`config.mk`:
```
export PLATFORM = sky130hd
export DESIGN_NAME = rgb_frame_switch
export DESIGN_NICKNAME = d
export VERILOG_FILES = /design/src/rtl/rgb_frame_switch.sv
export SDC_FILE = /design/constraint.sdc
export NUM_CORES = 1
export LEC_CHECK = 0
export CAP_MARGIN = 10
export CORE_ASPECT_RATIO = 1.2
export CORE_MARGIN = 4
export CORE_UTILIZATION = 41
export DETAILED_ROUTE_END_ITERATION = 12
export GPL_TIMING_DRIVEN = 0
export PLACE_DENSITY = 0.92
export SETUP_SLACK_MARGIN = 0.3
export SLEW_MARGIN = 20
export SYNTH_ARGS = -nofsm -noshare
export SYNTH_HDL_FRONTEND = slang
export SYNTH_SLANG_ARGS = --single-unit
```
`constraint.sdc`:
```
create_clock -name clk -period 3.87 [get_ports clk]
set_input_delay 0.5805 -clock clk [delete_from_list [all_inputs] [get_ports clk]]
set_output_delay 0.5805 -clock clk [all_outputs]
set_load 0.02 [all_outputs]
```
`src/rtl/rgb_frame_switch.sv`:
```
// ---------------------------------------------------------------------------
// rgb_frame_switch
//   N-channel RGB video source switcher with tear-free switching. A change of
//   the requested channel is only committed on a frame boundary (the active
//   vsync edge), so a frame is never built from two sources. An optional run of
//   black frames can follow each committed switch. All channels share one set
//   of hsync/vsync/de timing signals.
//
// Parameters
//   NUM_CH        number of input channels (2..16)
//   DATA_W        pixel width per channel
//   SEL_W         select width, NUM_CH <= 2**SEL_W
//   BLANK_FRAMES  black frames inserted after each switch (0 = none, max 15)
//   VS_POL        vsync active level (1 = active-high, boundary = rising edge)
//
// Ports
//   clk           pixel clock
//   rst           asynchronous active-high reset
//   i_rgb         channel k on bits [k*DATA_W +: DATA_W]
//   i_hsync       shared hsync
//   i_vsync       shared vsync
//   i_de          shared data enable
//   switch        requested channel, level sampled every cycle
//   o_rgb         selected pixel, registered (black outside de or while blanking)
//   o_hsync       i_hsync delayed one cycle
//   o_vsync       i_vsync delayed one cycle
//   o_de          i_de delayed one cycle
//   o_active_ch   channel currently driving o_rgb
//   o_pending     a valid request is waiting for a frame boundary
// ---------------------------------------------------------------------------
module rgb_frame_switch #(
    parameter int NUM_CH       = 8,
    parameter int DATA_W       = 24,
    parameter int SEL_W        = 3,
    parameter int BLANK_FRAMES = 0,
    parameter int VS_POL       = 1
) (
    input  logic                       clk,
    input  logic                       rst,
    input  logic [NUM_CH*DATA_W-1:0]   i_rgb,
    input  logic                       i_hsync,
    input  logic                       i_vsync,
    input  logic                       i_de,
    input  logic [SEL_W-1:0]           switch,
    output logic [DATA_W-1:0]          o_rgb,
    output logic                       o_hsync,
    output logic                       o_vsync,
    output logic                       o_de,
    output logic [SEL_W-1:0]           o_active_ch,
    output logic                       o_pending
);

    typedef enum logic [1:0] {
        ST_RUN   = 2'd0,
        ST_PEND  = 2'd1,
        ST_BLANK = 2'd2
    } state_t;

    localparam int             NUM_SLOTS  = 2 ** SEL_W;
    localparam logic           VS_ACT     = (VS_POL != 0);
    localparam logic [SEL_W:0] NUM_CH_L   = (SEL_W + 1)'(NUM_CH);
    localparam logic [3:0]     BLANK_INIT = 4'(BLANK_FRAMES);

    // State registers
    state_t             r_state;
    logic [SEL_W-1:0]   r_active;
    logic [3:0]         r_cnt;
    logic               r_vs_prev;
    logic [DATA_W-1:0]  r_rgb;
    logic               r_hsync;
    logic               r_vsync;
    logic               r_de;

    // Combinational next-state values
    state_t             w_state_next;
    logic [SEL_W-1:0]   w_active_next;
    logic [3:0]         w_cnt_next;
    logic [DATA_W-1:0]  w_rgb_next;
    logic               w_vs_edge;
    logic               w_req_valid;

    // Channel table padded to a power of two so any select value indexes a
    // real entry; unused slots read as black.
    logic [DATA_W-1:0]  w_ch [NUM_SLOTS];

    generate
        for (genvar gi = 0; gi < NUM_SLOTS; gi++) begin : g_ch
            if (gi < NUM_CH) begin : g_used
                assign w_ch[gi] = i_rgb[gi*DATA_W +: DATA_W];
            end else begin : g_unused
                assign w_ch[gi] = '0;
            end
        end
    endgenerate

    // Frame boundary: vsync at its active level now, inactive last cycle.
    assign w_vs_edge   = (i_vsync == VS_ACT) && (r_vs_prev != VS_ACT);

    // Out-of-range requests are treated exactly like "no request".
    assign w_req_valid = ({1'b0, switch} < NUM_CH_L) && (switch != r_active);

    always_comb begin
        w_state_next  = r_state;
        w_active_next = r_active;
        w_cnt_next    = r_cnt;
        case (r_state)
            ST_RUN: begin
                // A request seen on a boundary cycle waits for the next one,
                // so every switch spends at least one frame in PEND.
                if (w_req_valid) begin
                    w_state_next = ST_PEND;
                end
            end
            ST_PEND: begin
                if (!w_req_valid) begin
                    w_state_next = ST_RUN;
                end else if (w_vs_edge) begin
                    w_active_next = switch;
                    if (BLANK_FRAMES > 0) begin
                        w_state_next = ST_BLANK;
                        w_cnt_next   = BLANK_INIT;
                    end else begin
                        w_state_next = ST_RUN;
                    end
                end
            end
            ST_BLANK: begin
                if (w_vs_edge) begin
                    w_cnt_next = r_cnt - 4'd1;
                    if (r_cnt <= 4'd1) begin
                        w_cnt_next = '0;
                        // A request held during blanking is committed on a
                        // later boundary, never on the one that ends blanking.
                        w_state_next = w_req_valid ? ST_PEND : ST_RUN;
                    end
                end
            end
            default: begin
                w_state_next = ST_RUN;
            end
        endcase
    end

    // The pixel sampled on the boundary cycle is the first pixel of the new
    // frame, so it is selected with the post-boundary channel and blank state.
    always_comb begin
        w_rgb_next = '0;
        if (i_de && (w_state_next != ST_BLANK)) begin
            w_rgb_next = w_ch[w_active_next];
        end
    end

    always_ff @(posedge clk or posedge rst) begin
        if (rst) begin
            r_state   <= ST_RUN;
            r_active  <= '0;
            r_cnt     <= '0;
            r_vs_prev <= ~VS_ACT;
            r_rgb     <= '0;
            r_hsync   <= 1'b0;
            r_vsync   <= 1'b0;
            r_de      <= 1'b0;
        end else begin
            r_state   <= w_state_next;
            r_active  <= w_active_next;
            r_cnt     <= w_cnt_next;
            r_vs_prev <= i_vsync;
            r_rgb     <= w_rgb_next;
            r_hsync   <= i_hsync;
            r_vsync   <= i_vsync;
            r_de      <= i_de;
        end
    end

    assign o_rgb       = r_rgb;
    assign o_hsync     = r_hsync;
    assign o_vsync     = r_vsync;
    assign o_de        = r_de;
    assign o_active_ch = r_active;
    assign o_pending   = (r_state == ST_PEND) ||
                         ((r_state == ST_BLANK) && w_req_valid);

endmodule

```
Yosys cells after proc, flatten, opt, wreduce, memory -nomap -nowiden --
Index checks and enable logic that the tools add are counted.
Cells by class: muxes and demuxes 15, eq/ne operators 4, reductions and logical operators 6, bitwise logic cells 2, add/subtract/negate cells 1, magnitude comparators 2
Operators with widths (number):
- 24-bit binary-select mux with 3-bit select | 1
- 24-bit 2-to-1 mux | 3
- 2-bit 2-to-1 mux | 5
- 3-bit 2-to-1 mux | 3
- 2-bit one-hot mux with 3 select lines | 1
- 4-bit >= comparator, second input constant | 1
- 4-bit by 1-bit less-or-equal comparator with 1-bit output, second input constant | 1
- 4-bit 2-to-1 mux | 1
- 3-bit inverter with 4-bit output | 1
- 4-bit by 1-bit subtractor with 4-bit output, second input constant | 1
- 1-bit logical AND | 3
- 3-bit != test | 1
- 2-bit by 1-bit equality test with 1-bit output, second input constant | 1
- 2-bit equality test, second input constant | 1
- 2-bit logical NOT | 1
- 2-bit != test, second input constant | 1
- 2-bit AND reduction | 1
- 1-bit logical OR | 1
- 1-bit 2-to-1 mux | 1
- 1-bit inverter | 1
Storage, ports and cells: input port bits 200, word-level logic and storage cells 37, register bits after elaboration 36

Longest topological paths before layout --
Gate-level depths: netlist of the first run.
depth in word-level cells 10, depth in mapped cells 7, gate-level depth less buffers 6

Worst setup path after synthesis of the first run --
Ideal clock, no wire load.
kind input to output, from input switch[0], to output o_pending, path slack 1.619 ns, data arrival time 1.671 ns, buffers on the path 2, stages 5, data required time 3.289 ns, cells stage by stage buf_4 buf_2 xor2_1 nor3_1 o21ai_0
On the way: longest elaborated chain between the ends 3
Ends and longest elaborated chain:
- start, declared | line 44 | input logic [SEL_W-1:0] switch,
- 3-bit != test | line 100 | assign w_req_valid = ({1'b0, switch} < NUM_CH_L) && (switch != r_active);
- 1-bit logical AND | line 181 | ((r_state == ST_BLANK) && w_req_valid);
- 1-bit logical OR | line 180 | assign o_pending = (r_state == ST_PEND) ||
- end, declared | line 50 | output logic o_pending
No other way between the ends.

Final worst setup path of the first run --
from register r_active[0] (netlist: o_active_ch[0]), to output o_pending
On the way: longest elaborated chain between the ends 3
Ends and longest elaborated chain:
- start, declared | line 66 | logic [SEL_W-1:0] r_active;
- start signal, assigned | line 165 | r_active <= w_active_next;
- 3-bit != test | line 100
- 1-bit logical AND | line 181
- 1-bit logical OR | line 180
No other way between the ends.

==> summary.md, run 1 <==
| Metric | Value |
|---|---|
| Outcome | `completed` |
| Die Footprint | `0.0105 mm^2` |
| Clock root buffer | `clkbuf_8` |
| Syn Std Cell Area | `0.00367 mm^2` |
| CTS Buf Count | `5` |
| Placed insts | `726` |
| Flop2flop setup slack | `1.73 ns` |
| Post-route ant nets | `0` |
| Total Neg Setup Slack | `0 ns` |
| Crit path arrival time | `2.24 ns` |
| Hold Buf Count CTS | `0` |
| Die Ht | `112 um` |
| RSZ-0062 raised after global routing | `false` |
| N_diodes | `0` |
| Ys flop type | `dfrtp_1` |
| Slew Limit Fails | `0` |
| Syn Inst Count | `381` |
| Period minus WS final | `2.82 ns` |
| Share of the synthesized area in the top cell type | `a little over a quarter` |
| Hold-critical path depth | `1` |
| Postcts setup bufs | `0` |
| Final setup viols | `0` |
| Hold WS | `0.512 ns` |
| Most frequent cells after synthesis | `mux2i_1 (98), o22ai_1 (47), dfrtp_1 (36)` |
| Pre-antenna DRT Iters | `6` |
| Unique masters post-synth | `35` |
| Share of layout cells above drive strength 1 | `11.8%` |
| Placed standard-cell area | `just over 0.006 mm^2` |
| CTS sink cnt | `36` |
| Vias in the first global route | `4816` |
| Post-synth EDFFs | `0` |
| Reg2reg start | `r_cnt[0]` |
| H-tree depth | `2` |
| Sequential share of power | `20.2%` |
| IO Port Bufs | `227` |
| DRT Wirelength | `about 16000 um` |
| Fmax | `355 MHz` |
| Setup slack after layout | `1.05 ns` |
| Net count after synthesis | `583` |
| DP Wirelength | `between 10000 and 15000 um` |
| Final core utilization | `71.7%` |
| Crit end category | `output pin` |
| Core footprint | `0.00866 mm^2` |
| First-pass GRT wire length | `23900 um` |
| Net Switching | `about 1.1 mW` |
| Leakage | `2.52 nW` |
| Clk slew on worst S/H paths | `0.09 ns` |
| Row count | `37` |
| Hold endpoint | `r_state[0]` |
| Worst hold path class | `reg2reg` |
| Synth warn | `0` |
| Register area share after synthesis | `between 20% and 30%` |
| Sw Ratio | `a little over two fifths` |
| I/O Pins | `231` |
| Mean area per synthesized cell | `roughly 9.6 um^2` |
| Most numerous cell in the Yosys netlist | `mux2i_1` |
| Starting density of the core | `42.4%` |
| Synth top area cells | `mux2i_1 (27%), dfrtp_1 (25%), o22ai_1 (8.0%)` |
| R2R cell count | `7` |
| Worst-margin pin slew | `approximately 0.64 ns` |
| Fin area | `a little over 0.006 mm^2` |
| DR WL/cell | `roughly 22 um` |
| Initial antenna violation count | `0` |
| Via/cell ratio | `6.07` |
| Tot GR Track Use | `29.0%` |
| Fraction of the cycle the final worst path needs | `between 70% and 80%` |
| Final #Nets | `818` |
| Seq cells post-synth | `36` |
| Hold Vio Cnt, Final | `0` |
| MaxCap Viol Count | `0` |
| Worst Setup Path Type | `reg2out` |
| Setup crit start kind | `register` |
| Int Power | `between 1 and 1.5 mW` |
| Worst reg2reg endpoint | `o_rgb[4]` |
| Largest net degree at the start of global routing | `24` |
| Clk_lat worst skew | `0.31 ns` |
| Comb pwr share | `68.5%` |
| Clk_skew | `0.00954 ns` |
| Final std cells w/o fill | `734` |
| Pwr dens | `421 mW/mm^2` |
| HP Start | `r_state[1]` |
| RD Place Congestion | `0.887` |
| Final Power | `approximately 2.6 mW` |
| Clk pwr share | `11.3%` |
| Synth area leader | `mux2i_1` |
| DRT iter0 DRCs | `200` |
| TritonCTS clock tree | `built` |
| Pre-CTS WS | `1.14 ns` |
| Ys async rst share | `100%` |
| CTS Buffer Depth | `2` |
| DRC viols | `0` |
| Max VDD drop | `0.205 mV` |
| Worst endpoint required time | `3.29 ns` |
| Synthesis-to-finish area growth | `69.2%` |
| DR vias | `4453` |
| # resized after CTS | `0` |
| CP max FO | `10` |
| DIE WIDTH | `between 90 and 100 um` |
| Max transition margin | `56.9%` |
| Grt ovf | `0` |
state kept, by name (all words and copies together), names as in the netlist:
register / count
o_vsync: 1
r_cnt: 4
r_state: 2
o_rgb: 24
o_hsync: 1
o_active_ch: 3
o_de: 1
cells by family after synthesis:
group / count (synthesis) / share of synthesized area, %
flops: 36 / 24.5
mux: 106 / 29.7
fa+ha+maj: 2 / 0.682
xor+xnor: 3 / 0.716
simple gates: 59 / 13.6
compound gates: 126 / 23.0
buf+inv: 49 / 7.71
power by group through the flow:
stage | clock [mW] | sequential [mW] | combinational, mW
2_1_floorplan | 0 | 0.662 | 0.937
3_3_place_gp | 0 | 0.534 | 1.72
3_5_place_dp | 0 | 0.535 | 1.77
4_1_cts | 0.298 | 0.528 | 1.78
5_1_grt | 0.313 | 0.539 | 1.90
6_report | 0.295 | 0.528 | 1.79
worst max-delay path by stage:
stage                   startpoint        end  slack (ns)  cells past startpoint
global route        o_active_ch[0]  o_pending        0.88                      6
floorplan                switch[0]  o_pending        1.62                      5
global placement         switch[0]  o_pending        1.15                      6
CTS                 o_active_ch[0]  o_pending        1.01                      6
detailed placement       switch[0]  o_pending        1.14                      6
finish              o_active_ch[0]  o_pending        1.05                      6
cells in the final DEF, fill, tap and decap left out, types with 2 or more instances in the layout:
| cell | n |
|---|---|
| nor3_1 | 4 |
| a221oi_1 | 25 |
| mux2i_1 | 98 |
| dfrtp_1 | 36 |
| buf_2 | 22 |
| nor2_1 | 3 |
| o22ai_1 | 47 |
| nor4_1 | 4 |
| buf_4 | 9 |
| ha_1 | 2 |
| nor3b_1 | 4 |
| o21ai_1 | 3 |
| nor2b_1 | 4 |
| buf_6 | 5 |
| mux2_1 | 4 |
| o21ai_0 | 3 |
| clkbuf_8 | 5 |
| nand2b_1 | 4 |
| clkbuf_1 | 9 |
| inv_1 | 3 |
| nor4_2 | 22 |
| and2_1 | 2 |
| a22oi_1 | 23 |
| a21oi_1 | 23 |
| clkinvlp_4 | 2 |
| mux2i_2 | 2 |
| nand3b_1 | 3 |
| xor2_1 | 3 |
| clkdlybuf4s50_1 | 227 |
| nand2_1 | 5 |
worst max-delay path, stage by stage, from the launching register on:
cell,delay (ns)
dfrtp_1,0.38
buf_4,0.18
buf_2,0.32
xor2_1,0.11
nor3_1,0.28
o21ai_0,0.11
clkdlybuf4s50_1,0.55
per-layer routing:
layer,track usage (%),vias to the layer above,part of all wire [%]
met2,54.0,299,51
met3,8.38,56,12
met5,0,-,0
li1,-,2002,-
met1,29.2,2096,34
met4,12.5,0,3.6
area by class of cell:
type	instances	area (um^2)
Timing Repair Buffer	228	2300
Multi-Input combinational cell	296	2490
Clock buffer	5	68.8
Tap cell	117	146
Inverter	4	15.0
Sequential cell	36	901
Clock inverter	3	23.8
Buffer	45	268
Fill cell	629	2450
Note: power is estimated with default switching activity, not from simulation.
==> run 2: changes to the inputs <==
--- a/config.mk
+++ b/config.mk
@@ -8,10 +8,10 @@
 export CAP_MARGIN = 10
 export CORE_ASPECT_RATIO = 1.2
 export CORE_MARGIN = 4
-export CORE_UTILIZATION = 41
+export CORE_UTILIZATION = 34
 export DETAILED_ROUTE_END_ITERATION = 12
 export GPL_TIMING_DRIVEN = 0
-export PLACE_DENSITY = 0.92
+export PLACE_DENSITY = 0.81
 export SETUP_SLACK_MARGIN = 0.3
 export SLEW_MARGIN = 20
 export SYNTH_ARGS = -nofsm -noshare
==> constraint.sdc (replaced) <==
create_clock -name clk -period 2.3 [get_ports clk]
set_input_delay 0.345 -clock clk [delete_from_list [all_inputs] [get_ports clk]]
set_output_delay 0.345 -clock clk [all_outputs]
set_load 0.02 [all_outputs]
==> summary.md, run 2 (synthesized netlist as in run 1, its figures left out) <==
| Metric | Value |
|---|---|
| Outcome | `completed` |
| Hold Buf Count CTS | `0 (unchanged)` |
| First-pass GRT wire length | `23800 um (-0.64%)` |
| TritonCTS clock tree | `built` |
| Crit-path slowest cell | `dfrtp_1` |
| Initial antenna violation count | `0 (unchanged)` |
| GR Util met2 | `44.4% (-9.6 points)` |
| DR vias | `4426 (-0.61%)` |
| Setup crit end | `o_pending` |
| Starting density of the core | `34.9% (-7.5 points)` |
| Leakage | `2.69 nW (+6.9%)` |
| Hold Vio Cnt, Final | `0 (unchanged)` |
| DP Wirelength | `12700 um (-0.49%)` |
| Fmax | `513 MHz` |
| Row count | `41 (+11%)` |
| I/O Pins | `231 (unchanged)` |
| Core footprint | `0.0105 mm^2 (+21%)` |
| Max VDD drop | `0.403 mV (+96%)` |
| IO Port Bufs | `227 (unchanged)` |
| Worst path cell trace | `buf_6, buf_8, xor2_1, nor3_2, o21ai_1, buf_4` |
| Worst Setup Path Type | `reg2out` |
| Placed standard-cell area | `0.00613 mm^2 (+0.25%)` |
| N_diodes | `0 (unchanged)` |
| Worst reg2reg endpoint | `o_rgb[21]` |
| Final setup viols | `0 (unchanged)` |
| RSZ-0062 raised after global routing | `true` |
| Met3 Usage GRT | `5.96% (-2.4 points)` |
| Flop2flop setup slack | `0.38 ns (-1.35 ns)` |
| Commonest cells after routing, fill and taps aside | `clkdlybuf4s50_1 (225), mux2i_1 (98), o22ai_1 (36), dfrtp_1 (36)` |
| Fin area | `0.00658 mm^2 (+5.9%)` |
| Filler cells | `894 (+42%)` |
| CP max FO | `10 (unchanged)` |
| MaxCap Viol Count | `0 (unchanged)` |
| GRT Max-Usage Layer | `met2` |
| Share of layout cells above drive strength 1 | `17.0% (+5.2 points)` |
| CTS Buf Count | `5 (unchanged)` |
| CTS Buffer Depth | `2 (unchanged)` |
| Worst endpoint required time | `1.96 ns (-1.33 ns)` |
| DIE WIDTH | `103 um (+9.0%)` |
| Crit path arrival time | `1.61 ns (-0.63 ns)` |
| Fraction of the cycle the final worst path needs | `a little over four fifths` |
| Clk slew on worst S/H paths | `0.06 ns (-0.03 ns)` |
| R2R cell count | `6 (-1)` |
| DRC viols | `0 (unchanged)` |
| Clk_lat worst skew | `0.29 ns (-0.02 ns)` |
| Die Ht | `122 um (+9.1%)` |
| Tot GR Track Use | `24.7% (-4.2 points)` |
| DR WL/cell | `21.9 um (-0.34%)` |
| Worst-margin pin slew | `0.607 ns (-0.0352 ns)` |
| H-tree depth | `2 (unchanged)` |
| Worst hold path class | `in2reg` |
| Die Footprint | `0.0125 mm^2 (+19%)` |
| DRT Wirelength | `16700 um (+3.6%)` |
| Clk_skew | `0.00273 ns (-0.00682 ns)` |
| CP Launch Point | `o_active_ch[0]` |
| Reg2reg start | `r_state[1]` |
| Pre-antenna DRT Iters | `5 (-1)` |
| Clock root buffer | `clkbuf_16` |
| Max transition margin | `59.5% (+2.6 points)` |
| Largest net degree at the start of global routing | `20 (-17%)` |
| Grt ovf | `0 (unchanged)` |
| Crit end category | `output pin` |
| Max reg flops | `24 (unchanged)` |
| Post-route ant nets | `0 (unchanged)` |
| Synthesis-to-finish area growth | `79.2%` |
| Most common cell after layout, fill and taps aside | `clkdlybuf4s50_1` |
| DRT iter0 DRCs | `232 (+16%)` |
| Via/cell ratio | `5.80 (-4.4%)` |
| RD Place Congestion | `0.849 (-4.2%)` |
| Pwr dens | `739 mW/mm^2 (+76%)` |
| Slew Limit Fails | `0 (unchanged)` |
| Period minus WS final | `1.95 ns` |
| M1 GR Usage | `26.4% (-2.8 points)` |
| Max incr delay on CP | `0.39 ns (-0.16 ns)` |
| Vias in the first global route | `4685 (-2.7%)` |
| Setup crit start kind | `register` |
| Final #Nets | `835 (+2.1%)` |
| CTS sink cnt | `36 (unchanged)` |
| Hold WS | `0.248 ns (-0.264 ns)` |
run 2: worst min-delay path by stage:
stage	from	to	slack (ns)	cells past startpoint
final	i_vsync	o_vsync	0.25	1
after global routing	i_vsync	o_vsync	0.26	1
after CTS	switch[2]	o_active_ch[2]	0.40	2
after detailed placement	r_state[1]	r_state[0]	0.50	1
after global placement	r_state[1]	r_state[0]	0.48	1
after floorplan	i_de	o_de	0.38	0
run 2: what timing repair did:
action | CTS | global route
cloned | 0 | 1
endpoints found under the setup margin | 22 | 22
resized for setup | 22 | 21
setup buffers | 0 | 16
pin swaps | 1 | 5
run 2: stage by stage:
step	TNS (ns)	cells	utilization (%)	total power [mW]	setup WS (ns)
6_report	0	763	62.5	4.86	0.350
5_1_grt	0	763	62.5	5.11	0.275
4_1_cts	0	746	60.4	4.65	0.276
3_5_place_dp	-1.61	738	58.3	3.87	-0.118
3_3_place_gp	-0.880	737	58.0	3.78	-0.0758
2_1_floorplan	0	381	-	2.69	0.372
run 2: critical path, delay by kind of cell (launching register included):
kind	cells	cell delay, ns
buffers and inverters	3	0.45
AO/OA/AOI/OAI	1	0.09
XOR/XNOR	1	0.15
flip-flops	1	0.39
AND/OR/NAND/NOR	1	0.23
run 2: metal layers:
layer | up-vias | wire length [um]
li1 | 2034 | -
met5 | - | 0
met1 | 2108 | 6170
met4 | 0 | 788
met2 | 233 | 8360
met3 | 51 | 1390
run 2: where the power goes:
part	total, mW	switching [mW]	internal (mW)
Combinational	3.26	1.62	1.64
Sequential	0.881	0.0662	0.815
Clock	0.717	0.313	0.404
Total	4.86	2.00	2.86
run 2: cell type report:
| cell class | count | area (um^2) | area share [%] |
|---|---|---|---|
| Clock buffer | 5 | 125 | 1.90 |
| Sequential cell | 36 | 901 | 13.7 |
| Multi-Input combinational cell | 296 | 2590 | 39.3 |
| Buffer | 45 | 309 | 4.70 |
| Timing Repair Buffer | 245 | 2450 | 37.3 |
| Clock inverter | 3 | 23.8 | 0.361 |
| Inverter | 4 | 15.0 | 0.228 |
| Tap cell | 129 | 161 | 2.45 |
==> run 3: changes to the inputs <==
--- a/config.mk
+++ b/config.mk
@@ -8,10 +8,10 @@
 export CAP_MARGIN = 10
 export CORE_ASPECT_RATIO = 1.2
 export CORE_MARGIN = 4
-export CORE_UTILIZATION = 34
+export CORE_UTILIZATION = 38
 export DETAILED_ROUTE_END_ITERATION = 12
 export GPL_TIMING_DRIVEN = 0
-export PLACE_DENSITY = 0.81
+export PLACE_DENSITY = 0.86
 export SETUP_SLACK_MARGIN = 0.3
 export SLEW_MARGIN = 20
 export SYNTH_ARGS = -nofsm -noshare
==> constraint.sdc (replaced) <==
create_clock -name clk -period 2 [get_ports clk]
set_input_delay 0.3 -clock clk [delete_from_list [all_inputs] [get_ports clk]]
set_output_delay 0.3 -clock clk [all_outputs]
set_load 0.02 [all_outputs]
==> summary.md, run 3 (synthesized netlist as in run 1, its figures left out) <==
| Metric | Value |
|---|---|
| H-tree depth | `2 (unchanged)` |
| Final setup viols | `0 (unchanged)` |
| Sequential Area | `902 um^2 (+0.14%)` |
| Synthesis-to-finish area growth | `93.7%` |
| CP max FO | `6 (-4)` |
| Final #Nets | `855 (+2.4%)` |
| CTS Buf Count | `5 (unchanged)` |
| Setup crit start kind | `register` |
| Total Neg Setup Slack | `0 ns (unchanged)` |
| DR WL/cell | `23.2 um (+6.0%)` |
| Hold Vio Cnt, Final | `0 (unchanged)` |
| Outcome | `completed` |
| Setup slack after layout | `0.0286 ns (-0.321 ns)` |
| Max incr delay on CP | `0.41 ns (+0.02 ns)` |
| Area of the multi-input gates | `0.00282 mm^2 (+8.8%)` |
| Setup crit end | `o_rgb[23]` |
| Via/cell ratio | `6.02 (+3.9%)` |
| Slew Limit Fails | `0 (unchanged)` |
| Core footprint | `0.00947 mm^2 (-10%)` |
| Hold Buf Count CTS | `0 (unchanged)` |
| DP Wirelength | `12900 um (+0.81%)` |
| Reg2reg start | `o_vsync` |
| Commonest cells after routing, fill and taps aside | `clkdlybuf4s50_1 (225), mux2i_1 (98), dfrtp_1 (35), buf_4 (32), o22ai_1 (25)` |
| Final core utilization | `75.1% (+13 points)` |
| Clk_skew | `0.00711 ns (+0.00438 ns)` |
| Period minus WS final | `1.97 ns` |
| First-pass GRT wire length | `26300 um (+11%)` |
| Flop2flop setup slack | `0.03 ns (-0.35 ns)` |
| TritonCTS clock tree | `built` |
| DRT Wirelength | `18100 um (+8.1%)` |
| Fraction of the cycle the final worst path needs | `98.6%` |
| Initial antenna violation count | `0 (unchanged)` |
| RD Place Congestion | `0.902 (+6.1%)` |
| Clock root buffer | `clkbuf_16` |
| Clk slew on worst S/H paths | `0.06 ns (about the same)` |
| CTS Buffer Depth | `2 (unchanged)` |
| Max transition margin | `63.6% (+4.1 points)` |
| Clk_lat worst skew | `0.29 ns (about the same)` |
| Worst path cell trace | `and4bb_4, buf_8, mux2i_4, buf_6, buf_6, buf_6, o22ai_2, nor4_1` |
| Placed standard-cell area | `0.00626 mm^2 (+2.1%)` |
| Filler cells | `650 (-27%)` |
| Die Footprint | `0.0113 mm^2 (-9.8%)` |
| Worst endpoint required time | `2.18 ns (+0.22 ns)` |
| Max VDD drop | `0.506 mV (+26%)` |
| Most common cell after layout, fill and taps aside | `clkdlybuf4s50_1` |
| CTS sink cnt | `36 (unchanged)` |
| MaxCap Viol Count | `0 (unchanged)` |
| RSZ-0062 raised after global routing | `true` |
| Crit-path slowest cell | `dfrtp_2` |
| R2R cell count | `8 (+2)` |
| Fmax | `507 MHz` |
| Starting density of the core | `38.8% (+3.9 points)` |
| IO Port Bufs | `227 (unchanged)` |
| DIE WIDTH | `97.7 um (-5.0%)` |
| Die Ht | `116 um (-5.1%)` |
| Post-route ant nets | `0 (unchanged)` |
| DR vias | `4687 (+5.9%)` |
| Vias in the first global route | `4920 (+5.0%)` |
| Max reg flops | `24 (unchanged)` |
| CP Launch Point | `o_vsync` |
| DRC viols | `0 (unchanged)` |
| DRT iter0 DRCs | `226 (-2.6%)` |
| Worst hold path class | `in2reg` |
| Largest net degree at the start of global routing | `21 (+5.0%)` |
| Most frequent CP cell | `buf_6` |
| Worst Setup Path Type | `reg2reg` |
| Leakage | `2.91 nW (+7.8%)` |
| Crit path arrival time | `2.15 ns (+0.54 ns)` |
| Pwr dens | `894 mW/mm^2 (+21%)` |
| Crit end category | `register` |
| Fin area | `0.00711 mm^2 (+8.1%)` |
| Worst reg2reg endpoint | `o_rgb[23]` |
| Pre-CTS WS | `-0.423 ns (-0.304 ns)` |
| Row count | `39 (-4.9%)` |
| Pre-antenna DRT Iters | `5 (unchanged)` |
| Grt ovf | `0 (unchanged)` |
| Tot GR Track Use | `29.8% (+5.1 points)` |
| Worst-margin pin slew | `0.546 ns (-0.0612 ns)` |
| I/O Pins | `231 (unchanged)` |
| Share of layout cells above drive strength 1 | `23.9% (+6.8 points)` |
run 3: how the worst min path moves through the flow:
stage	start	to	slack, ns	cells after the start
finish	i_vsync	o_vsync	0.34	1
global route	i_vsync	o_vsync	0.34	1
CTS	i_vsync	o_vsync	0.31	1
detailed placement	r_state[0]	r_state[0]	0.51	1
global placement	r_state[1]	r_state[0]	0.48	1
floorplan	i_de	o_de	0.33	0
run 3: timing repair:
action,CTS,global route
gates cloned,4,0
setup endpoints to repair,29,30
gates resized for setup,65,23
pin swaps,18,4
buffers inserted,23,10
run 3: final cells by class:
cell class / count / share of cell area (%)
flip-flops and latches: 36 / 12.7
plain buffers: 45 / 5.19
diodes: 1 / 0.0352
multi-input cells: 296 / 39.6
well taps: 123 / 2.17
clock inverters: 2 / 0.493
clock buffers: 6 / 1.81
repair buffers: 265 / 37.8
inverters: 4 / 0.211
run 3: routing by layer:
layer	routed length [um]	vias to the layer above	global-route usage, %
met4	582	0	12.6
li1	-	2086	-
met2	9620	300	55.9
met3	1550	51	7.89
met1	6310	2250	31.7
met5	0	-	0
run 3: report_power, final:
group,leakage (nW),switching [mW],internal [mW]
registers,0.450,0.0761,0.938
clock network,0.0808,0.333,0.587
logic,2.37,2.15,2.27
run 3: critical path: cells and delay by family (launching register included):
kind	cells	cell delay (ns)
simple gates	2	0.68
buf+inv	4	0.46
compound gates	1	0.06
mux	1	0.26
flops	1	0.41
run 3: stage by stage:
| step | hold slack, ns | power (mW) | std cells |
|---|---|---|---|
| 3_5_place_dp | 0.514 | 4.55 | 732 |
| 5_1_grt | 0.342 | 6.61 | 777 |
| 6_report | 0.336 | 6.35 | 778 |
| 4_1_cts | 0.315 | 6.05 | 767 |
| 2_1_floorplan | 0.331 | 3.20 | 381 |
| 3_3_place_gp | 0.481 | 4.46 | 731 |
